==> config.mk <==
export PLATFORM = sky130hd
export DESIGN_NAME = uart_tx_mmio
export DESIGN_NICKNAME = d
export VERILOG_FILES = /design/src/rtl/uart_pkg.sv /design/src/rtl/uart_tx.sv /design/src/rtl/uart_tx_mmio.sv
export SDC_FILE = /design/constraint.sdc
export NUM_CORES = 1
export LEC_CHECK = 0
export CORE_ASPECT_RATIO = 0.7
export CORE_MARGIN = 2
export CORE_UTILIZATION = 55
export CTS_CLUSTER_DIAMETER = 100
export DETAILED_ROUTE_END_ITERATION = 8
export HOLD_SLACK_MARGIN = 0.06
export PLACE_DENSITY = 0.81
export SLEW_MARGIN = 15
export SYNTH_ARGS = -nofsm -noshare
export SYNTH_HDL_FRONTEND = slang
export SYNTH_SLANG_ARGS = --single-unit
==> constraint.sdc <==
create_clock -name clk_i -period 5.19 [get_ports clk_i]
set_input_delay 1.038 -clock clk_i [delete_from_list [all_inputs] [get_ports clk_i]]
set_output_delay 1.038 -clock clk_i [all_outputs]
set_load 0.03 [all_outputs]
==> src/rtl/uart_pkg.sv <==
// Shared constants and types for the memory-mapped UART transmitter.
// Register offsets are relative to the peripheral's base address.
package uart_pkg;

  localparam logic [2:0] TXDATA_OFS = 3'h0;
  localparam logic [2:0] STATUS_OFS = 3'h4;

  localparam int unsigned StatusFullBit  = 0;
  localparam int unsigned StatusEmptyBit = 1;
  localparam int unsigned StatusBusyBit  = 2;
  localparam int unsigned StatusCountLsb = 8;

  typedef enum logic [1:0] {
    StIdle,
    StStart,
    StData,
    StStop
  } tx_state_e;

endpackage

==> src/rtl/uart_tx.sv <==
// 8N1 serializer with a valid/ready byte input. Frames run back to back when a byte
// is offered during the last cycle of the stop bit.
module uart_tx
  import uart_pkg::*;
#(
  parameter int unsigned ClksPerBit = 104
) (
  input  logic       clk_i,
  input  logic       reset_i,
  input  logic       valid_i,
  input  logic [7:0] data_i,
  output logic       ready_o,
  output logic       tx_o,
  output logic       busy_o
);

  localparam int unsigned CntW = (ClksPerBit > 1) ? $clog2(ClksPerBit) : 1;
  localparam logic [CntW-1:0] CntMax = CntW'(ClksPerBit - 1);

  tx_state_e       state_q;
  logic [CntW-1:0] cnt_q;
  logic [2:0]      idx_q;
  logic [7:0]      shift_q;
  logic            tx_q;
  logic            bit_done;

  assign bit_done = (cnt_q == CntMax);
  // A byte is taken either from idle or in the final cycle of a stop bit.
  assign ready_o  = (state_q == StIdle) || ((state_q == StStop) && bit_done);
  assign busy_o   = (state_q != StIdle);
  assign tx_o     = tx_q;

  always_ff @(posedge clk_i) begin
    if (reset_i) begin
      state_q <= StIdle;
      cnt_q   <= '0;
      idx_q   <= '0;
      shift_q <= '0;
      tx_q    <= 1'b1;
    end else begin
      if (state_q == StIdle || bit_done) begin
        cnt_q <= '0;
      end else begin
        cnt_q <= cnt_q + 1'b1;
      end

      unique case (state_q)
        StIdle: begin
          tx_q <= 1'b1;
          if (valid_i) begin
            shift_q <= data_i;
            tx_q    <= 1'b0;
            state_q <= StStart;
          end
        end
        StStart: begin
          if (bit_done) begin
            tx_q    <= shift_q[0];
            shift_q <= shift_q >> 1;
            idx_q   <= '0;
            state_q <= StData;
          end
        end
        StData: begin
          if (bit_done) begin
            if (idx_q == 3'd7) begin
              tx_q    <= 1'b1;
              state_q <= StStop;
            end else begin
              tx_q    <= shift_q[0];
              shift_q <= shift_q >> 1;
              idx_q   <= idx_q + 3'd1;
            end
          end
        end
        StStop: begin
          if (bit_done) begin
            if (valid_i) begin
              shift_q <= data_i;
              tx_q    <= 1'b0;
              state_q <= StStart;
            end else begin
              state_q <= StIdle;
            end
          end
        end
        default: begin
          tx_q    <= 1'b1;
          state_q <= StIdle;
        end
      endcase
    end
  end

endmodule

==> src/rtl/uart_tx_mmio.sv <==
// picorv32 native-bus UART transmitter: TXDATA push register, STATUS poll register,
// a circular TX FIFO and the 8N1 serializer.
module uart_tx_mmio
  import uart_pkg::*;
#(
  parameter int unsigned ClkFreq   = 12000000,
  parameter int unsigned BaudRate  = 115200,
  parameter logic [31:0] BaseAddr  = 32'h0000_1000,
  parameter int unsigned FifoDepth = 16
) (
  input  logic        clk_i,
  input  logic        reset_i,
  input  logic        mem_valid_i,
  input  logic [31:0] mem_addr_i,
  input  logic [31:0] mem_wdata_i,
  input  logic [3:0]  mem_wstrb_i,
  output logic        sel_o,
  output logic [31:0] mem_rdata_o,
  output logic        mem_ready_o,
  output logic        tx_o
);

  localparam int unsigned AW         = $clog2(FifoDepth);
  localparam int unsigned ClksPerBit = ClkFreq / BaudRate;

  logic [AW:0]   wptr_q, rptr_q;
  logic [7:0]    fifo_q [FifoDepth];
  logic          mem_ready_q;
  logic [31:0]   mem_rdata_q, mem_rdata_d;

  logic [31:0]   offset;
  logic [2:0]    reg_ofs;
  logic          is_write, is_status, push_req;
  logic          fifo_full, fifo_empty;
  logic [AW:0]   fifo_count;
  logic          tx_ready, tx_busy;
  logic          req, accept, push, pop;
  logic [31:0]   status;
  logic          unused;

  // Unsigned subtraction makes any address below BaseAddr wrap far out of range.
  assign offset    = mem_addr_i - BaseAddr;
  assign sel_o     = (offset < 32'd8);
  assign reg_ofs   = {offset[2], 2'b00};
  assign is_write  = |mem_wstrb_i;
  assign is_status = (reg_ofs == STATUS_OFS);
  assign push_req  = is_write && (reg_ofs == TXDATA_OFS) && mem_wstrb_i[0];
  assign unused    = ^{offset[31:3], offset[1:0], mem_wdata_i[31:8], mem_wstrb_i[3:1]};

  assign fifo_empty = (wptr_q == rptr_q);
  assign fifo_full  = (wptr_q[AW] != rptr_q[AW]) && (wptr_q[AW-1:0] == rptr_q[AW-1:0]);
  assign fifo_count = wptr_q - rptr_q;

  assign pop    = tx_ready && !fifo_empty;
  assign req    = mem_valid_i && sel_o && !mem_ready_q;
  // A full FIFO stalls the push unless the serializer frees a slot this very cycle.
  assign accept = req && !(push_req && fifo_full && !pop);
  assign push   = accept && push_req;

  always_comb begin
    status                               = '0;
    status[StatusFullBit]                = fifo_full;
    status[StatusEmptyBit]               = fifo_empty;
    status[StatusBusyBit]                = tx_busy;
    status[StatusCountLsb +: 8]          = 8'(fifo_count);
  end

  always_comb begin
    mem_rdata_d = '0;
    if (accept && !is_write && is_status) begin
      mem_rdata_d = status;
    end
  end

  always_ff @(posedge clk_i) begin
    if (reset_i) begin
      wptr_q      <= '0;
      rptr_q      <= '0;
      mem_ready_q <= 1'b0;
      mem_rdata_q <= '0;
    end else begin
      mem_ready_q <= accept;
      mem_rdata_q <= mem_rdata_d;
      if (push) begin
        wptr_q <= wptr_q + 1'b1;
      end
      if (pop) begin
        rptr_q <= rptr_q + 1'b1;
      end
    end
  end

  always_ff @(posedge clk_i) begin
    if (push) begin
      fifo_q[wptr_q[AW-1:0]] <= mem_wdata_i[7:0];
    end
  end

  assign mem_ready_o = mem_ready_q;
  assign mem_rdata_o = mem_rdata_q;

  uart_tx #(
    .ClksPerBit(ClksPerBit)
  ) u_uart_tx (
    .clk_i  (clk_i),
    .reset_i(reset_i),
    .valid_i(!fifo_empty),
    .data_i (fifo_q[rptr_q[AW-1:0]]),
    .ready_o(tx_ready),
    .tx_o   (tx_o),
    .busy_o (tx_busy)
  );

endmodule

# Word-level counts from Yosys, hierarchy flattened
# Memories as Yosys holds them, arrays and structs flattened. A register that Yosys moved wholly into a read port is not among the register bits.
# Index checks and enable logic that the tools add are counted.
[word_totals]
ramBits = 128
ff_bits = 64
wordCells = 93
out_inout_bits = 35
in_bits = 71
memories = 1
[mem_list]
columns = ["name", "depth", "word_bits", "rd", "rd_ports_with_merged_regs", "wr", "line", "rtl"]
rows = [
  ["fifo_q", 16, 8, 1, 1, 1, "uart_tx_mmio.sv:27", "logic [7:0] fifo_q [FifoDepth];"],
]
[op_classes]
order_cmp = 1
n_mux = 28
n_reduce_logical = 31
n_addsub = 6
n_bitwise = 1
eq_ne = 15
[ops]
columns = ["operator", "n"]
rows = [
  ["2-to-1 mux 8 bit", 5],
  ["less-than comparator 32 x 4 -> 1 bit, second input constant", 1],
  ["case mux 8 bit (4 select lines)", 1],
  ["subtractor 32 x 13 -> 32 bit, second input constant", 1],
  ["logical AND 1 bit", 13],
  ["AND reduction 4 bit", 3],
  ["adder 5 x 1 -> 5 bit, second input constant", 2],
  ["2-to-1 mux 2 bit", 5],
  ["2-to-1 mux 1 bit", 9],
  ["2-to-1 mux 3 bit", 3],
  ["2-to-1 mux 4 bit", 2],
  ["inequality test 2 x 1 -> 1 bit, second input constant", 4],
  ["case mux 2 bit (4 select lines)", 1],
  ["adder 7 x 1 -> 7 bit, second input constant", 1],
  ["== test 7 bit, second input constant", 1],
  ["inequality test 2 bit, second input constant", 3],
  ["case mux 3 bit (2 select lines)", 1],
  ["== test 5 bit", 1],
  ["zero test 1 bit", 5],
  ["AND reduction 5 bit", 1],
  ["subtractor 5 bit", 1],
  ["== test 2 bit, second input constant", 2],
  ["== test 4 bit", 1],
  ["case mux 1 bit (4 select lines)", 1],
  ["other kinds (11)", 14],
]

# Logic depth before layout (Yosys ltp)
# Gate-level depths: netlist of the first run.
[logic_depth]
ltp_word = 12
mapped_depth = 9
ltp_nobuf = 8

# Modules after synthesis
# From an unflattened synthesis of the first run, not the netlist that was laid out.
[unflattened]
cells_unflattened = 484
area_unflattened_um2 = 7355.8
[modules_own_cells]
columns = ["module", "seq_area_each_um2", "area_per_inst_um2", "instances", "cells_each"]
rows = [
  ["uart_tx_mmio", 4304.1, 6237.2, 1, 352],
  ["uart_tx", 420.4, 1118.6, 1, 132],
]

# Worst setup path before layout of the first run
# Ideal clock, no wire load.
[synth_timing]
path_type = "input to output"
start = "in mem_addr_i[28]"
end = "out sel_o"
arrival_time_ps = 2178
stages = 3
path_slack_ps = 1974
t_required_ps = 4152
cell_sequence = "o41ai_2 -> o211ai_1 -> nor3_1"
[synth_via]
elab_chain_len = 2
[synth_rtl]
columns = ["item", "line", "rtl"]
rows = [
  ["from (decl)", "uart_tx_mmio.sv:14", "input logic [31:0] mem_addr_i,"],
  ["subtractor 32 x 13 -> 32 bit", "uart_tx_mmio.sv:42", "assign offset = mem_addr_i - BaseAddr;"],
  ["less-than comparator 32 x 4 -> 1 bit", "uart_tx_mmio.sv:43", "assign sel_o = (offset < 32'd8);"],
  ["to (decl)", "uart_tx_mmio.sv:17", "output logic sel_o,"],
]
# No other way between the ends.

# Worst setup path in the final report of the first run
[layout_timing]
start = "in mem_addr_i[21]"
end = "out sel_o"
# Same word-level chain as after synthesis.

==> results of run 1 <==
-- layout make-up --
class / count / area, µm²
multi-input combinational: 285 / 2330
inverter: 15 / 56.3
tap: 166 / 208
clock buffer: 20 / 478
clock inverter: 12 / 125
timing repair buffer: 58 / 573
sequential: 172 / 4730
fill: 891 / 4550
-- report_power, final --
part           total [mW]  internal [mW]  leakage (nW)  switching (mW)
clock                1.27          0.728         0.301           0.542
combinational       0.399          0.179          1.04           0.221
sequential           1.52           1.50          1.51          0.0242
total                3.19           2.41          2.85           0.787
-- layout by cell type, fill, tap and decap left out, types with 3 or more instances in the layout --
master,count
sky130_fd_sc_hd__clkinv_4,4
sky130_fd_sc_hd__mux4_2,33
sky130_fd_sc_hd__nor2b_1,6
sky130_fd_sc_hd__nand2b_1,3
sky130_fd_sc_hd__and3_1,16
sky130_fd_sc_hd__edfxtp_1,128
sky130_fd_sc_hd__dfxtp_1,43
sky130_fd_sc_hd__nand3_1,10
sky130_fd_sc_hd__o31ai_1,5
sky130_fd_sc_hd__nand4_1,3
sky130_fd_sc_hd__clkbuf_16,18
sky130_fd_sc_hd__nor3_1,12
sky130_fd_sc_hd__inv_6,3
sky130_fd_sc_hd__and2_1,3
sky130_fd_sc_hd__inv_1,15
sky130_fd_sc_hd__nor4_1,6
sky130_fd_sc_hd__nand2_1,10
sky130_fd_sc_hd__a21oi_1,34
sky130_fd_sc_hd__xor2_1,6
sky130_fd_sc_hd__clkdlybuf4s50_1,55
sky130_fd_sc_hd__o21ai_0,11
sky130_fd_sc_hd__xnor2_1,7
sky130_fd_sc_hd__or4_1,4
sky130_fd_sc_hd__nor2_1,31
sky130_fd_sc_hd__a22oi_1,16
sky130_fd_sc_hd__conb_1,24
sky130_fd_sc_hd__buf_4,3
sky130_fd_sc_hd__ha_1,17
sky130_fd_sc_hd__a21o_1,4
-- layer usage --
layer,track usage,vias up,share of wire
met5,0,-,0
met4,0.0654,0,0.013
met3,0.0639,19,0.077
met2,0.348,200,0.48
met1,0.324,2226,0.43
li1,-,1982,-
-- Yosys cell counts, types with 5 or more instances --
master / number / share of area
sky130_fd_sc_hd__edfxtp_1: 128 / 0.53
sky130_fd_sc_hd__dfxtp_1: 44 / 0.12
sky130_fd_sc_hd__a21oi_1: 34 / 0.023
sky130_fd_sc_hd__mux4_2: 33 / 0.10
sky130_fd_sc_hd__nor2_1: 31 / 0.016
sky130_fd_sc_hd__buf_4: 24 / 0.025
sky130_fd_sc_hd__ha_1: 17 / 0.029
sky130_fd_sc_hd__a22oi_1: 16 / 0.016
sky130_fd_sc_hd__and3_1: 16 / 0.014
sky130_fd_sc_hd__clkbuf_1: 15 / 0.0077
sky130_fd_sc_hd__inv_1: 15 / 0.0077
sky130_fd_sc_hd__nor3_1: 12 / 0.0082
sky130_fd_sc_hd__o21ai_0: 11 / 0.0075
sky130_fd_sc_hd__nand2_1: 10 / 0.0051
sky130_fd_sc_hd__nand3_1: 10 / 0.0069
sky130_fd_sc_hd__xnor2_1: 7 / 0.0084
sky130_fd_sc_hd__nor2b_1: 6 / 0.0051
sky130_fd_sc_hd__nor4_1: 6 / 0.0051
sky130_fd_sc_hd__xor2_1: 6 / 0.0072
sky130_fd_sc_hd__o31ai_1: 5 / 0.0051
-- worst max-delay path by stage --
stage	startpoint	to	slack [ps]	cells past startpoint
4_1_cts	mem_addr_i[21]	sel_o	1090	5
3_5_place_dp	mem_addr_i[21]	sel_o	1090	5
5_1_grt	mem_addr_i[21]	sel_o	1040	5
3_3_place_gp	mem_addr_i[21]	sel_o	1200	5
6_report	mem_addr_i[21]	sel_o	1050	5
2_1_floorplan	mem_addr_i[28]	sel_o	1970	3
-- state kept, by name (all words and copies together) (netlist names), named ones only --
signal,flops
fifo_q,128
mem_rdata_o,8
u_uart_tx.shift_q,8
u_uart_tx.cnt_q,7
rptr_q,5
wptr_q,5
u_uart_tx.idx_q,3
u_uart_tx.state_q,2
mem_ready_o,1
u_uart_tx.tx_o,1
-- cell families (layout without fill, tap and decap cells) --
group	after synthesis	count (layout)	share of synthesized area
DFF	172	172	0.648
and+or+nand+nor	111	111	0.0803
AOI/OAI and AO/OA	85	85	0.0755
buffers and inverters	61	105	0.0454
muxes	34	34	0.103
adders and majority gates	18	18	0.0319
xor gates and xnor gates	13	13	0.0156
other	1	24	0.000514
-- per-stage QoR --
step | util | instances
after detailed placement | 0.605 | 696
after CTS | 0.651 | 728
after global routing | 0.651 | 728
after global placement | 0.605 | 696
after floorplan | - | 518
final | 0.651 | 728
==> run summary, run 1 <==
Summed over all failing endpoints, the final setup total negative slack is 0 ps. Synthesis produced a netlist whose cell count is 495. After clock tree synthesis, the flow added hold-fix buffers numbering 0.

Counting every sink on the clock net gives 172. For this run, the leading register cell type out of synthesis is sky130_fd_sc_hd__edfxtp_1. After clock tree synthesis, the clock-pin slew on the worst setup and hold paths is 70 ps. For the global routing usage summed across all routing layers, the log shows 0.227. The cell that appears most often on the critical path is sky130_fd_sc_hd__clkdlybuf4s50_1.

In the final routed layout, each cell accounts on average for 21.0 µm. For this run, the detailed router's first-pass iteration total came to 5. The tools report the number of hold violations in the final report as 0. The count of instances resized after the clock tree is built was 0; the number of buffer and inverter instances along the worst setup path was 2.

After floorplanning, the core was divided into 35 placement rows. The logs give 4150 ps for the worst path required time and 1090 ps for the worst setup timing slack at the placement stage. The fraction of registers with async set/reset works out to 0.

The number of clock buffers added by TritonCTS is 17. The kind of path behind the tightest hold check is flop to flop. The core region is 13100 µm².

In the routed design, unresolved DRC markers number 0. For the routability-driven placement congestion ratio, the log shows 0.837. For this run, the top clock speed supported by timing is 0.242 GHz. Setup repair after global routing left no endpoint under its margin. In this run the cell area measured after placement is 7890 µm².

The run gives 4346 as the via count of the first global-routing pass. The fraction of final layout cells with drive strength greater than 1 works out to 0.137. Initial detailed-routing violation count: 402.

Critical path's slowest cell: sky130_fd_sc_hd__clkdlybuf4s50_1. Type of origin of the critical path: an input port. For the portion of the post-synthesis area used by sequential elements, the log shows 0.648. The overall power of the completed layout came out at 3.19 mW. TritonCTS built the clock tree. The startpoint identified for the worst register-to-register timing path is u_uart_tx.cnt_q[0]$_SDFF_PP0_.

Number of vias in the routed layout: 4427. Worst slew margin relative to its limit: 0.388. In this run the count of I/O pins placed on the die edge is 106. The number of cells traversed by the worst hold path works out to 1. Walking the worst path, the cells encountered are clkdlybuf4s50_1 -> nor4b_2 -> nand4_1 -> nor3_1 -> clkdlybuf4s50_1. The antenna diode count was 0; the largest net degree at the start of global routing was 30.

For the smallest hold slack, the log shows 494 ps. The worst register-to-register path ends at fifo_q[0][1]$_DFFE_PP_. IR analysis of the VDD net gives a maximum drop of 284 µV. The average cell area after synthesis came out at 14.7 µm². The number of antenna-violating nets in the routed design is 0. In this run the number of H-tree levels came out at 4. The clock skew is 10.1 ps, and the growth of design area from synthesis to finish is 16.5%. The part of the cycle the worst path needs is 0.797. The tree is rooted in a sky130_fd_sc_hd__clkbuf_16. The cell area after layout is 8500 µm². The startpoint-to-endpoint class of the critical path is input port to primary output.

On the critical path the largest part of the delay comes from buffers and inverters. For the worst setup path, the data arrival time is 3100 ps. In this run the static leakage power is 2.85 nW. Counting cells, the worst reg-to-reg path comes to 5. The setup check on the worst reg-to-reg path leaves a slack of 2450 ps. The floorplan step defined a die boundary enclosing 14200 µm².

The wire length of the first global-routing pass came out at 23.6 mm. STA classifies the critical path endpoint as a primary output. The combined area of all synthesized cells was 7300 µm²; the routed via count divided by cell count was 6.08. The final setup slack of the worst path was 1050 ps. The delay contributed by the slowest stage of the critical path works out to 720 ps. The starting density of the core is 0.559. Max-cap violations in this run came to 0. Setup violations remaining at the end of the flow were counted as 0. Number of antenna violations at the first check in global routing: 0. Input and output buffers added on the ports amount to 55.

Worst-skew pair later-pin latency: 430 ps. The worst hold path startpoint is u_uart_tx.cnt_q[0]$_SDFF_PP0_. Die outline width: 142 µm.

In this run the worst path has a maximum fanout of 5. The total setup buffers inserted after CTS came out at 0. In the final design database the tool counted 638 nets.

Yosys printed 0 warnings. Once detailed placement completed, the half-perimeter wirelength came to 10.2 mm. The count of cell types in the netlist came out at 50. The clock passes through at most 2 buffers. The detailed-route wire length was 15.3 mm. The residual overflow from global routing was 0. For the pin with the worst max-slew slack, the measured transition is 915 ps. The number of enable flip-flop cells after synthesis came out at 128.

The run finished with clean final reports. The number of max-slew violations in the final report was 0. The path with the worst hold slack has its endpoint at u_uart_tx.cnt_q[0]$_SDFF_PP0_. Counting flops and latches in the post-synthesis netlist gives 172.

The minimum clock period was 4140 ps; the overall die height was 100 µm. Dividing total power by cell area gives a power density of 376 nW/µm².
No activity file was read; power rests on OpenSTA's default activity.
==> run 2: changes to the inputs <==
Settings changed: CORE_UTILIZATION 55 to 49, PLACE_DENSITY 0.81 to 0.76.
Clock period 5.19 ns to 3.6 ns, I/O delays scaled along.
==> run summary, run 2 (synthesized netlist as in run 1, its figures left out) <==
The most common cell after layout, fill and taps aside is sky130_fd_sc_hd__edfxtp_1. The part of the cycle the worst path needs was 0.929; the overall die height was 106 µm (+5.7%). The kind of cell with the highest combined delay on the critical path was buffers and inverters. The routability-driven placement congestion ratio was 0.864 (+3.3%). The worst setup path is of the input port to primary output kind. The number of cell rows was 37 (+5.7%); the wire length of the first global-routing pass was 23.2 mm (-1.6%). The tools report the number of antenna violations at the first check in global routing as 0 (unchanged). For the number of filler instances in the final layout, the log shows 1124 (+26%). The buffer depth of the longest clock path is 2 (unchanged), and the number of buffer and inverter instances along the worst setup path is 2 (unchanged). The run gives 0 (unchanged) as the number of antenna-violating nets in the routed design. The run gives 0 (unchanged) as the number of max-slew violations in the final report. The number of vias in the routed layout was 4383 (-0.99%). The max-cap violation count was 0 (unchanged). The run gives 10.3 mm (+0.73%) as the detailed placer's ending HPWL. By instance count, the cell type seen most on the critical path is sky130_fd_sc_hd__clkdlybuf4s50_1.

The ratio of total power to cell area was 514 nW/µm² (+37%). The worst setup path is captured at a primary output. For the worst slew margin relative to its limit, the log shows 0.519 (+0.131).

TritonCTS built the clock tree. Detailed-route wire length per cell: 19.7 µm (-6.4%). The highest attainable clock frequency came out at 0.299 GHz. The largest net degree at the start of global routing is 30 (unchanged).

The tools report the static leakage power as 2.88 nW (+0.98%). For the number of hold violations in the final report, the log shows 0 (unchanged). The tools report the starting density of the core as 0.499 (-0.0603). The delay contributed by the slowest stage of the critical path was 690 ps (-30 ps). The final-layout setup total negative slack came out at 0 ps (unchanged). Worst path required time: 2880 ps (-1270 ps). The run gives 420 ps (about the same) as the worst-skew pair later-pin latency. The worst hold path belongs to the class flop to flop. The tree is rooted in a sky130_fd_sc_hd__clkbuf_16. Residual overflow from global routing: 0 (unchanged).

The run gives 0 (unchanged) as the count of instances resized after the clock tree is built. The routed design could run at a clock period as short as 3340 ps. The top cell types in the final layout, fill and taps aside, are 128 x sky130_fd_sc_hd__edfxtp_1, 55 x sky130_fd_sc_hd__clkdlybuf4s50_1, 43 x sky130_fd_sc_hd__dfxtp_1. The count of TritonRoute iterations in the first routing pass is 5 (unchanged). For the antenna diode count, the log shows 0 (unchanged).

The flow ran to the end, and the final reports show no timing, DRC or antenna violations. Routed via count divided by cell count: 5.68 (-6.6%). Compared with the post-synthesis result, the final layout area differs by 17.3%.

The number of clock sinks is 172 (unchanged). The final setup slack of the worst path came out at 256 ps (-795 ps). The worst setup path is launched from an input port. The run gives 2330 µm² (-0.27%) as the area of combinational cells with multiple inputs.

The core box area was 14600 µm² (+12%). The actual transition at the worst max-transition pin came out at 722 ps (-193 ps). The total setup buffers inserted after CTS came out at 0 (unchanged). The initial detailed-routing violation count came out at 438 (+9.0%).

The count of nets after finishing was 653 (+2.4%); the count of input and output buffers was 55 (unchanged). For the global routing usage summed across all routing layers, the log shows 0.198 (-0.0298). Cell area after placement: 8040 µm² (+1.9%). Critical path's slowest cell: sky130_fd_sc_hd__clkdlybuf4s50_1. The overall power of the completed layout is 4.40 mW (+38%).

The tools report the worst-case vdd ir drop as 354 µV (+24%). The clock slew at the register clock pins of the worst setup and hold paths is 60 ps (about the same), and the worst setup timing slack at the placement stage is 123 ps (-968 ps). The die area is 15900 µm² (+12%), and the area taken by flip-flops and latches is 4730 µm² (unchanged). The clock skew is 18.6 ps (+8.54 ps), and the die outline width is 150 µm (+5.8%). The number of remaining DRC errors was 0 (unchanged); the largest fanout of any net on the critical path was 5 (unchanged).

For the arrival time reported for the critical path endpoint, the log shows 2620 ps (-480 ps). Smallest hold slack: 469 ps (-24.9 ps). The critical path goes through clkdlybuf4s50_1 -> nor4b_2 -> nand4_1 -> nor3_1 -> clkdlybuf4s50_1. The flip-flop count of the largest register after layout is 128 (unchanged), and the detailed-route wire length is 15.2 mm (-0.75%).

The count of pins on the block boundary was 106 (unchanged); the number of buffers added to fix hold violations after cts was 0 (unchanged). The tools report the number of levels the H-tree was split into as 4 (unchanged). The tools report the number of buffers created by CTS as 17 (unchanged). Number of setup violations in the final report: 0 (unchanged). Setup repair after global routing left no endpoint under its margin. The cell area after layout came out at 8560 µm² (+0.72%). The fraction of final layout cells with drive strength greater than 1 works out to 0.149 (+0.0120). The run gives 4283 (-1.4%) as the via count of the first global-routing pass.
run 2: power by group:
group          internal (mW)  switching [mW]  total (mW)
registers               2.16          0.0561        2.22
logic                  0.267           0.289       0.556
clock network          0.901           0.726        1.63
run 2: per-stage QoR:
stage          utilization  cells
5_1_grt              0.585    772
3_3_place_gp         0.549    740
6_report             0.585    772
4_1_cts              0.585    772
2_1_floorplan            -    518
3_5_place_dp         0.549    740
run 2: final timing paths:
path                                 start                            end  slack, ps  cells after the start
max                         mem_addr_i[21]                          sel_o        260                      5
min          u_uart_tx.cnt_q[0]$_SDFF_PP0_  u_uart_tx.cnt_q[0]$_SDFF_PP0_        470                      1
max reg2reg  u_uart_tx.cnt_q[0]$_SDFF_PP0_         fifo_q[8][0]$_DFFE_PP_        880                      5
min reg2reg  u_uart_tx.cnt_q[0]$_SDFF_PP0_  u_uart_tx.cnt_q[0]$_SDFF_PP0_        470                      1
run 2: final cells by class:
type,count,share of cell area
flip-flops and latches,172,0.552
multi-input cells,285,0.272
repair buffers,73,0.0801
clock buffers,22,0.0531
well taps,195,0.0285
clock inverters,10,0.00789
inverters,15,0.00658
run 2: routing by layer:
layer | routed length (µm) | GRT usage | up-vias
li1 | - | - | 2000
met1 | 6650 | 0.284 | 2171
met2 | 7040 | 0.300 | 194
met3 | 1290 | 0.0464 | 18
met4 | 203 | 0.0633 | 0
met5 | 0 | 0 | -
run 2: worst reg2reg max path: cells and delay by family (launching register included):
| kind | cells | cell delay [ps] |
|---|---|---|
| AND/OR/NAND/NOR | 2 | 950 |
| AO/OA/AOI/OAI | 2 | 690 |
| flip-flops | 1 | 380 |
| adder cells (fa/ha/maj) | 1 | 340 |
==> run 3: changes to the inputs <==
Settings changed: SLEW_MARGIN 15 to not set.
==> results of run 3 <==
Same layout as run 2: the final DEF is identical, and so are final timing and power.
